===== src/rtl/dec_ascii_emitter.sv =====
// dec_ascii_emitter: binary-to-decimal (serial double-dabble) ASCII character streamer, MSD first.
// Define DEC_ASCII_SIGN_EN to treat in_value as two's complement and emit a leading '-'.
module dec_ascii_emitter #(
  parameter int WIDTH = 16,
  parameter int NDIG  = 5
) (
  input  logic             clk,
  input  logic             rst_n,
  input  logic             in_valid,
  output logic             in_ready,
  input  logic [WIDTH-1:0] in_value,
  output logic             out_valid,
  input  logic             out_ready,
  output logic [7:0]       out_char,
  output logic             out_last,
  output logic             busy
);
  localparam int IW = NDIG > 1 ? $clog2(NDIG) : 1;
  localparam int CW = $clog2(WIDTH + 1);
  function automatic int min_digits(input int w);
    logic [63:0] v;
    int n;
    v = (64'd1 << w) - 64'd1;
    n = 0;
    for (int i = 0; i < 20; i++)
      if (v != 64'd0) begin
        v = v / 64'd10;
        n++;
      end
    return n;
  endfunction
  if (WIDTH < 4 || WIDTH > 32 || NDIG < min_digits(WIDTH)) begin : g_bad_params
    $error("dec_ascii_emitter: illegal WIDTH/NDIG combination");
  end
  function automatic logic [7:0] to_ascii(input logic [3:0] d);
    return d <= 4'd9 ? 8'h30 + {4'h0, d} : 8'h3F;
  endfunction
  typedef enum logic [1:0] {IDLE, CONV, ALIGN, EMIT} state_e;
  state_e            state_q;
  logic [WIDTH-1:0]  shift_q, shift_d;
  logic [4*NDIG-1:0] bcd_q, bcd_d, bcd_adj;
  logic [CW-1:0]     bitcnt_q;
  logic [IW-1:0]     idx_q, hi_idx, nxt_idx;
  logic              out_valid_q, out_last_q;
  logic [7:0]        out_char_q;
`ifdef DEC_ASCII_SIGN_EN
  logic              sign_q;
`endif
  assign in_ready  = state_q == IDLE;
  assign busy      = state_q != IDLE;
  assign out_valid = out_valid_q;
  assign out_char  = out_char_q;
  assign out_last  = out_last_q;
  assign nxt_idx   = idx_q - IW'(1);
  // One double-dabble step: correct digits >= 5, then shift the whole {bcd,shift} pair.
  always_comb begin
    bcd_adj = bcd_q;
    hi_idx  = '0;
    for (int i = 0; i < NDIG; i++) begin
      bcd_adj[4*i +: 4] = bcd_q[4*i +: 4] >= 4'd5 ? bcd_q[4*i +: 4] + 4'd3 : bcd_q[4*i +: 4];
      if (bcd_q[4*i +: 4] != 4'd0) hi_idx = IW'(i);
    end
    {bcd_d, shift_d} = {bcd_adj, shift_q} << 1;
  end
  always_ff @(posedge clk or negedge rst_n) begin
    if (!rst_n) begin
      state_q     <= IDLE;
      shift_q     <= '0;
      bcd_q       <= '0;
      bitcnt_q    <= '0;
      idx_q       <= '0;
      out_valid_q <= 1'b0;
      out_char_q  <= 8'h00;
      out_last_q  <= 1'b0;
`ifdef DEC_ASCII_SIGN_EN
      sign_q      <= 1'b0;
`endif
    end else begin
      case (state_q)
        IDLE: if (in_valid) begin
`ifdef DEC_ASCII_SIGN_EN
          sign_q   <= in_value[WIDTH-1];
          shift_q  <= in_value[WIDTH-1] ? -in_value : in_value;
`else
          shift_q  <= in_value;
`endif
          bcd_q    <= '0;
          bitcnt_q <= '0;
          state_q  <= CONV;
        end
        CONV: begin
          bcd_q    <= bcd_d;
          shift_q  <= shift_d;
          bitcnt_q <= bitcnt_q + CW'(1);
          if (bitcnt_q == CW'(WIDTH - 1)) state_q <= ALIGN;
        end
        ALIGN: begin
          idx_q       <= hi_idx;
          out_valid_q <= 1'b1;
`ifdef DEC_ASCII_SIGN_EN
          out_char_q  <= sign_q ? 8'h2D : to_ascii(bcd_q[4*hi_idx +: 4]);
          out_last_q  <= !sign_q && hi_idx == '0;
`else
          out_char_q  <= to_ascii(bcd_q[4*hi_idx +: 4]);
          out_last_q  <= hi_idx == '0;
`endif
          state_q     <= EMIT;
        end
        EMIT: if (out_ready) begin
          if (out_last_q) begin
            out_valid_q <= 1'b0;
            out_char_q  <= 8'h00;
            out_last_q  <= 1'b0;
            state_q     <= IDLE;
`ifdef DEC_ASCII_SIGN_EN
          end else if (sign_q) begin
            sign_q     <= 1'b0;
            out_char_q <= to_ascii(bcd_q[4*idx_q +: 4]);
            out_last_q <= idx_q == '0;
`endif
          end else begin
            idx_q      <= nxt_idx;
            out_char_q <= to_ascii(bcd_q[4*nxt_idx +: 4]);
            out_last_q <= nxt_idx == '0;
          end
        end
        default: state_q <= IDLE;
      endcase
    end
  end
endmodule


===== config.mk =====
export PLATFORM = sky130hd
export DESIGN_NAME = dec_ascii_emitter
export DESIGN_NICKNAME = d
export VERILOG_FILES = /design/src/rtl/dec_ascii_emitter.sv
export SDC_FILE = /design/constraint.sdc
export NUM_CORES = 1
export LEC_CHECK = 0
export BUFFER_PORTS_ARGS = -buffer_cell sky130_fd_sc_hd__buf_2
export CORE_ASPECT_RATIO = 1.1
export CORE_MARGIN = 8
export CORE_UTILIZATION = 35
export DETAILED_ROUTE_END_ITERATION = 8
export PLACE_DENSITY_LB_ADDON = 0.3
export SETUP_SLACK_MARGIN = 0.05
export SYNTH_ARGS = -nofsm -noshare
export SYNTH_HDL_FRONTEND = slang
export SYNTH_SLANG_ARGS = --single-unit

===== constraint.sdc =====
create_clock -name clk -period 3.3 [get_ports clk]
set_clock_uncertainty 0.15 [all_clocks]
set_input_delay 0.495 -clock clk [delete_from_list [all_inputs] [get_ports clk]]
set_output_delay 0.495 -clock clk [all_outputs]
set_load 0.005 [all_outputs]

# Word level (Yosys, flattened, before mapping)
# Cells that the tools add are included.
# op_classes
reduce_logical,15
magnitude_cmp,7
n_shift,2
mux,34
eq_ne,9
n_addsub,9
# ops
op,n
$pmux 20 s2,1
$shiftx 20x6->4,2
$pmux 16 s2,1
$mux 7,3
$ge 4x3->1 const B,5
$mux 20,1
$add 4x2->4 const B,4
$mux 16,1
$mux 4,4
$pmux 8 s2,1
$reduce_bool 4->1,4
$add 6x4->7 const A,2
$mux 2,6
$mux 3,4
$ne 2x2->1 const B,5
$pmux 5 s2,1
$le 4x4->1 const B,2
$mux 8,1
$pmux 2 s4,1
$logic_not 3->1,2
$pmux 3 s2,1
$reduce_and 3->1,2
$reduce_bool 2->1,3
$add 5x1->5 const B,1
11 further kinds,18
# word_totals
in_bits,20
regBits,56
output_inout_bits,12
word_cells,84

# Logic depth before layout (Yosys ltp)
# Gate-level depths: netlist of run 1.
# depth
depth_word,9
mapped_depth,9
depth_no_buf,7

# Least setup slack after synthesis of run 1
# OpenSTA, ideal clock, no wires.
# synth_timing
kind,flip-flop to flip-flop
from,register idx_q[0]
to,"register out_char_q[0], in the netlist out_char[0]"
arrival_time_ps,2180
slack_ps,831
t_required_ps,3011
n_path_buf,2
setup_time_ps,139
period_less_slack_ps,2469
stages_incl_launch_ff,10
cell_sequence,dfrtp_1 > clkbuf_1 > inv_1 > ha_1 > clkbuf_1 > mux4_2 > nand2_1 > a21oi_1 > a211oi_1 > o311ai_1
# synth_via
elab_chain_len,7
word_cells_on_any_way,8
cone_classes,add/sub: 2; order compare: 1; shift: 1; mux: 4
# synth_lines
element,line_no,text
start: declaration,43,"logic [IW-1:0] idx_q, hi_idx, nxt_idx;"
start signal: assignment,98,idx_q <= hi_idx;
start signal: assignment,122,idx_q <= nxt_idx;
$sub 3x1->3 *,54,assign nxt_idx = idx_q - IW'(1);
$shiftx 20x6->4 *,123,out_char_q <= to_ascii(bcd_q[4*nxt_idx +: 4]);
$add 6x4->7 or $le 4x4->1 (tied branches),36,"return d <= 4'd9 ? 8'h30 + {4'h0, d} : 8'h3F;"
$mux 7 *,36,
$mux 7 *,110,if (out_last_q) begin
$mux 8 *,109,EMIT: if (out_ready) begin
$pmux 8 s2 *,79,case (state_q)
end signal: assignment,104,out_char_q <= to_ascii(bcd_q[4*hi_idx +: 4]);
end signal: assignment,123,
end: declaration,45,logic [7:0] out_char_q;
# Every way passes the cells marked *; elsewhere a longest branch is shown, timed or not. The select of a mux whose other input is x is not followed.
# A chain may end at the register's enable or synchronous reset.

# Worst setup path in the final report of run 1
# layout_timing
from,register bcd_q[12]
to,"register out_char_q[2], in the netlist out_char[2]"
# layout_via
elab_chain_len,7
word_cells_on_any_way,14
cone_classes,add/sub: 2; order compare: 2; shift: 2; mux: 7; reduce/logical: 1
# layout_lines
element,line_no,text
start: declaration,41,"logic [4*NDIG-1:0] bcd_q, bcd_d, bcd_adj;"
start signal: assignment,69,bcd_q <= '0;
start signal: assignment,87,bcd_q <= '0;
start signal: assignment,92,bcd_q <= bcd_d;
$reduce_bool 4->1,61,if (bcd_q[4*i +: 4] != 4'd0) hi_idx = IW'(i);
$mux 2,61,
$mux 3,61,
$shiftx 20x6->4,104,
$add 6x4->7 or $le 4x4->1 (tied branches),36,
$mux 7,36,
$pmux 8 s2 *,79,
# Marks and branches as above.

==> results of run 1 <==
## through the flow
| stage | cell area, um^2 | instances | setup WS (ps) |
|---|---|---|---|
| 2_1_floorplan | 3330 | 375 | 831 |
| 3_3_place_gp | 3550 | 501 | 813 |
| 3_5_place_dp | 3550 | 501 | 742 |
| 4_1_cts | 3660 | 510 | 725 |
| 5_1_grt | 3660 | 510 | 461 |
| 6_report | 3660 | 510 | 680 |
## tightest hold or removal path: cells and delay by family
family / cells / cell delay [ps]
buffers and inverters: 1 / 70
AO/OA/AOI/OAI: 1 / 100
multiplexers: 1 / 50
## how the worst max path moves through the flow
| stage | from | to | slack (ps) | cells after the start |
|---|---|---|---|---|
| 6_report | bcd_q[12] | out_char[2] | 680 | 7 |
| 5_1_grt | idx_q[0] | out_char[0] | 460 | 7 |
| 4_1_cts | idx_q[0] | out_char[0] | 720 | 7 |
| 3_5_place_dp | idx_q[0] | out_char[0] | 740 | 7 |
| 3_3_place_gp | idx_q[0] | out_char[0] | 810 | 7 |
| 2_1_floorplan | idx_q[0] | out_char[0] | 830 | 9 |
## power by group through the flow
stage	registers [mW]	logic (mW)	clock network, mW
after global placement	1.03	1.39	0
after floorplan	0.981	1.09	0
after detailed placement	1.04	1.41	0
after CTS	1.03	1.41	0.414
after global routing	1.06	1.59	0.429
final	1.03	1.39	0.394
## synthesized netlist by cell type (2+ instances only)
cell type  number  area share (%)
clkbuf_1       18             2.0
nand4_1         2            0.38
and3_1          6             1.1
mux2i_1        20             6.0
and3b_1         2            0.53
inv_1          21             2.4
o31ai_1         2            0.45
nand2_1        50             5.6
xnor2_1         6             1.6
dfrtp_1        53              40
nand3_1         4            0.60
or3b_1          4             1.1
nor2_1         16             1.8
o311ai_0        4             1.1
mux4_2          4             2.7
nand2b_1        9             1.7
nor3b_1         4            0.90
o211ai_1        4            0.90
a211oi_1        2            0.45
and2_1          2            0.38
or3_1           2            0.38
a21o_1          3            0.68
a22o_1          2            0.53
ha_1           19             7.1
o21ai_1         7             1.1
buf_4           3            0.68
buf_2           2            0.30
a21oi_1        24             3.6
nor2b_1         3            0.56
nor3_1          8             1.2
a221oi_1        2            0.53
o21ai_0        49             7.4
## what timing repair did
| action | 4_1_cts | 5_1_grt |
|---|---|---|
| buffers inserted | 0 | 0 |
| hold endpoints to repair | 16 | 0 |
| hold buffers | 1 | 0 |
## registers in the layout (all words and copies together), names as in the netlist
register   flops
idx_q          3
out_valid      1
out_last       1
bcd_q         20
shift_q       16
out_char       5
bitcnt_q       5
state_q        2
## placed cells by master, fill, tap and decap left out, types with 3 or more instances in the layout
| cell | synthesis | final |
|---|---|---|
| a21o_1 | 3 | 3 |
| a21oi_1 | 24 | 24 |
| and3_1 | 6 | 6 |
| buf_2 | 2 | 29 |
| buf_4 | 3 | 4 |
| clkbuf_8 | 0 | 5 |
| dfrtp_1 | 53 | 53 |
| ha_1 | 19 | 19 |
| inv_1 | 21 | 21 |
| mux2i_1 | 20 | 19 |
| mux4_2 | 4 | 4 |
| nand2_1 | 50 | 50 |
| nand2b_1 | 9 | 9 |
| nand3_1 | 4 | 4 |
| nor2_1 | 16 | 16 |
| nor2b_1 | 3 | 3 |
| nor3_1 | 8 | 8 |
| nor3b_1 | 4 | 4 |
| o211ai_1 | 4 | 4 |
| o21ai_0 | 49 | 49 |
| o21ai_1 | 7 | 7 |
| o311ai_0 | 4 | 4 |
| or3b_1 | 4 | 4 |
| xnor2_1 | 6 | 6 |
## logic make-up after synthesis
kind of cell	share of synthesized area (%)
and+or+nand+nor	17.4
AOI/OAI and AO/OA	19.2
xor gates and xnor gates	1.58
buffers and inverters	5.71
muxes	9.06
adders and majority gates	7.14
DFF	39.8
other	0.113
## cell type report
class                      count  area (um^2)  area share [%]
tap                          117          146            4.00
inverter                      21         78.8            2.15
clock inverter                 3         26.3           0.718
timing repair buffer          34          185            5.06
multi-input combinational    277         1830            49.9
clock buffer                   5         68.8            1.88
sequential                    53         1330            36.2
## layer usage
metal  vias to the layer above  global-route usage [%]  part of all wire, %
met1                      1298                    14.8                   47
met2                        48                    19.0                   47
met5                         -                       0                    0
li1                       1348                       -                    -
met4                         0                    1.89                 0.41
met3                         4                    3.04                  5.5
==> metrics, run 1 <==
wirelength, routed=7.10 mm; port bufs=29; Worst Hold Class=in2reg; initial antenna violation count=0; Reg power frac=36.5%; post-layout minimum cycle time=2620 ps; Hold Startpoint=in_value[11]; Diodes inserted=0; CP max stage delay=560 ps; Psw=1.23 mW; fraction of layout cells with a size suffix above 1=13.0%; final-report hold violation count=0; Post-synth EDFFs=0; number of global-route vias before repair=2,700; largest net degree at the start of global routing=54; CTS sink count=53; Setup TNS Final=0 ps; Max Clk Rate=382 MHz; post-layout util=39.3%; Worst-path clk slew=110 ps; internal power=1.59 mW; DR WL/cell=13.9 um; crit-path cells=inv_1, ha_1, or3b_1, a2111oi_0, o41ai_2, a21oi_1, o31ai_1; worst hold stages=3; die area=12,900 um^2; max_cap viols=0; WP data arrival=2660 ps; switching share of total power=43.6%; Core Region=9310 um^2; Avg Cell Area, Syn=8.90 um^2; cell area after synthesis=3330 um^2; post-synth cell types=49; Max-slew headroom=52.1%; Finish-stage setup viols=0; Initial Utilization=35.8%; Max VDD drop=0.487 mV; CTS Buf Count=5; startpoint types=flip-flop; Final ANT Viol Nets=0; YS warnings=0; Area Growth Syn to Fin=9.96%; Hold EP=shift_q[11]; reg-to-reg startpoint=bcd_q[12]; Buf/Inv on CP=1; all-layer global routing usage=11.5%; actual slew at the worst max-slew pin=714 ps; CP required=3330 ps; first drt pass iteration count=4; critical path class=reg2reg; first-pass GRT wire length=12.6 mm; crit-path leading delay family=compound AO/OA/AOI/OAI gates; I/O pin cnt=32; sequential share of the synthesized area=39.8%; Pwr per Cell Area=770 nW/um^2; Leakage Power=1.61 nW; global placement routability congestion=0.890; Slew Limit Fails=0; CTS tree=built; height of the die=118 um; DRC viols=0; cell count after synthesis=374; slowest CP cell=a2111oi_0; part of the power in combinational logic=49.5%; vias per std cell=5.29; Layout fillers=937; total grt overflow=0; DP HPWL=5.25 mm; FF+latch count, synth=53; Async SR Flop Fraction=100%; Reg-to-Reg End=out_char[2]; r2r setup slk=680 ps; period utilization=79.4%; RSZ-0062 raised after global routing=no; total power=2.82 mW; via count=2,698; Rows=37; most common flop cell mapped by yosys=dfrtp_1; Max clock buf depth=2; worst-skew pair later-pin latency=310 ps; fin nets=431; Clock power frac=14.0%; hold slack=289 ps; Crit. End Element=flip-flop; H-tree depth=2; Post-CTS Resized=0; Worst Path Max Fanout=7; detailed router's first-iteration violation count=97; Reg2Reg Depth=7; Die X=109 um; CTS Root Cell=clkbuf_8; status=finished, final reports clean
(Power assumes the default switching activity.)
==> inputs of run 2 (changes only) <==
==> constraint.sdc (replaced) <==
create_clock -name clk -period 2.26 [get_ports clk]
set_clock_uncertainty 0.15 [all_clocks]
set_input_delay 0.339 -clock clk [delete_from_list [all_inputs] [get_ports clk]]
set_output_delay 0.339 -clock clk [all_outputs]
set_load 0.005 [all_outputs]
==> metrics, run 2 (same netlist as run 1, synthesis figures left out) <==
commonest non-fill, non-tap cell in the layout=dfrtp_1; RSZ-0062 raised after global routing=yes; Finish-stage setup viols=0 (unchanged); WP data arrival=2260 ps (-400 ps); max_cap viols=0 (unchanged); Leakage Power=1.81 nW (+12%); Worst-path clk slew=100 ps (about the same); post-layout minimum cycle time=2220 ps (-397 ps); final-report hold violation count=0 (unchanged); CTS Buf Count=5 (unchanged); hold slack=144 ps (-145 ps); number of global-route vias before repair=2,903 (+7.5%); actual slew at the worst max-slew pin=541 ps (-173 ps); Slew Limit Fails=0 (unchanged); total grt overflow=0 (unchanged); DRC viols=0 (unchanged); fin nets=465 (+7.9%); global placement routability congestion=0.787 (-12%); die area=12,900 um^2 (unchanged); Most flops, register=bcd_q; Max-slew headroom=63.9% (+12 points); Max clock buf depth=2 (unchanged); number of flip-flops in the largest register=20 (unchanged); detailed router's first-iteration violation count=96 (-1.0%); period utilization=98.4% (+19 points); DR WL/cell=14.4 um (+3.3%); Die X=109 um (unchanged); Crit. End Element=flip-flop; worst-skew pair later-pin latency=310 ps (about the same); port bufs=29 (unchanged); Rows=37 (unchanged); CTS sink count=53 (unchanged); first-pass GRT wire length=13.7 mm (+9.3%); first drt pass iteration count=4 (unchanged); all-layer global routing usage=12.8% (+1.3 points); height of the die=118 um (unchanged); most frequent cells in the layout=dfrtp_1 (53), nand2_1 (50), o21ai_0 (48); Worst Hold Class=in2reg; Area Growth Syn to Fin=22.3%; H-tree depth=2 (unchanged); via count=2,782 (+3.1%); Max VDD drop=0.579 mV (+19%); total power=4.53 mW (+61%); placed cells=531 (+6.0%); vias per std cell=5.11 (-3.3%); Placement Setup Slack=16.5 ps (-725 ps); CP required=2300 ps (-1030 ps); Worst Path Max Fanout=3 (-4); fraction of layout cells with a size suffix above 1=24.4% (+11 points); CP Launch Point=bcd_q[8]; Initial Utilization=35.8% (unchanged); non-filler instance count after layout=544 (+6.7%); Max Clk Rate=450 MHz (+18%); CTS tree=built; post-layout util=43.8% (+4.4 points); wirelength, routed=7.83 mm (+10%); status=finished, final reports clean; I/O pin cnt=32 (unchanged); Core Region=9310 um^2 (unchanged); critical path class=reg2reg; startpoint types=flip-flop; Pwr per Cell Area=1110 nW/um^2 (+45%); Top Registers=bcd_q: 20 flops, shift_q: 16 flops; reg-to-reg startpoint=bcd_q[8]; Hold Startpoint=in_value[13]; Diodes inserted=0 (unchanged); CTS Root Cell=clkbuf_8; initial antenna violation count=0 (unchanged); Final ANT Viol Nets=0 (unchanged); worst setup margin=36.9 ps (-643 ps); DP HPWL=5.75 mm (+9.5%); largest net degree at the start of global routing=54 (unchanged)
run 2: cell types whose count changed in the layout (fill, tap and decap cells not counted), moves of 4 or more:
cell	delta
inv_1	-4
or3b_1	-4
inv_2	+4
ha_1	-4
buf_4	+32
ha_4	+4
or3b_4	+4
run 2: final cells by class:
| class | count | area [um^2] |
|---|---|---|
| fill | 895 | 5230 |
| multi-input combinational | 277 | 1970 |
| tap | 117 | 146 |
| clock inverter | 2 | 13.8 |
| sequential | 53 | 1330 |
| inverter | 21 | 78.8 |
| timing repair buffer | 68 | 465 |
| clock buffer | 6 | 72.6 |
run 2: timing repair:
action	in CTS	in global routing
endpoints found under the hold margin	21	0
endpoints found under the setup margin	4	4
gates resized for setup	9	11
pin swaps	0	4
hold buffers	1	0
buffers inserted	1	3
run 2: worst max-delay path, cell delays in order (launching register included):
cell and delay (ps):
dfrtp_1 400, inv_2 80, ha_4 140, or3b_4 390, or4_1 510, a21o_1 210
a21oi_2 120, o211ai_1 100
run 2: layer usage:
layer  track usage, %  part of all wire [%]
met5                0                     0
met4             4.97                   1.7
met3             2.72                   4.3
met2             20.3                    47
met1             16.6                    47
run 2: power by group:
part	internal, mW	switching (mW)
sequential	1.25	0.232
clock	0.222	0.333
combinational	1.15	1.35
run 2: path summary, 6_finish.rpt:
check | depth (start not counted) | slack (ps) | to
hold / removal | 3 | 140 | shift_q[13]
setup reg to reg | 7 | 40 | out_char[1]
setup / recovery | 7 | 40 | out_char[1]
hold reg to reg | 2 | 340 | shift_q[9]
min in group asynchronous | 2 | 380 | shift_q[12]
max in group asynchronous | 3 | 1000 | bcd_q[12]
run 2: per-stage QoR:
stage	TNS (ps)	cell area, um^2
after CTS	0	3980
after floorplan	0	3370
after global routing	-86.2	4070
after detailed placement	0	3830
after global placement	0	3830
final	0	4070
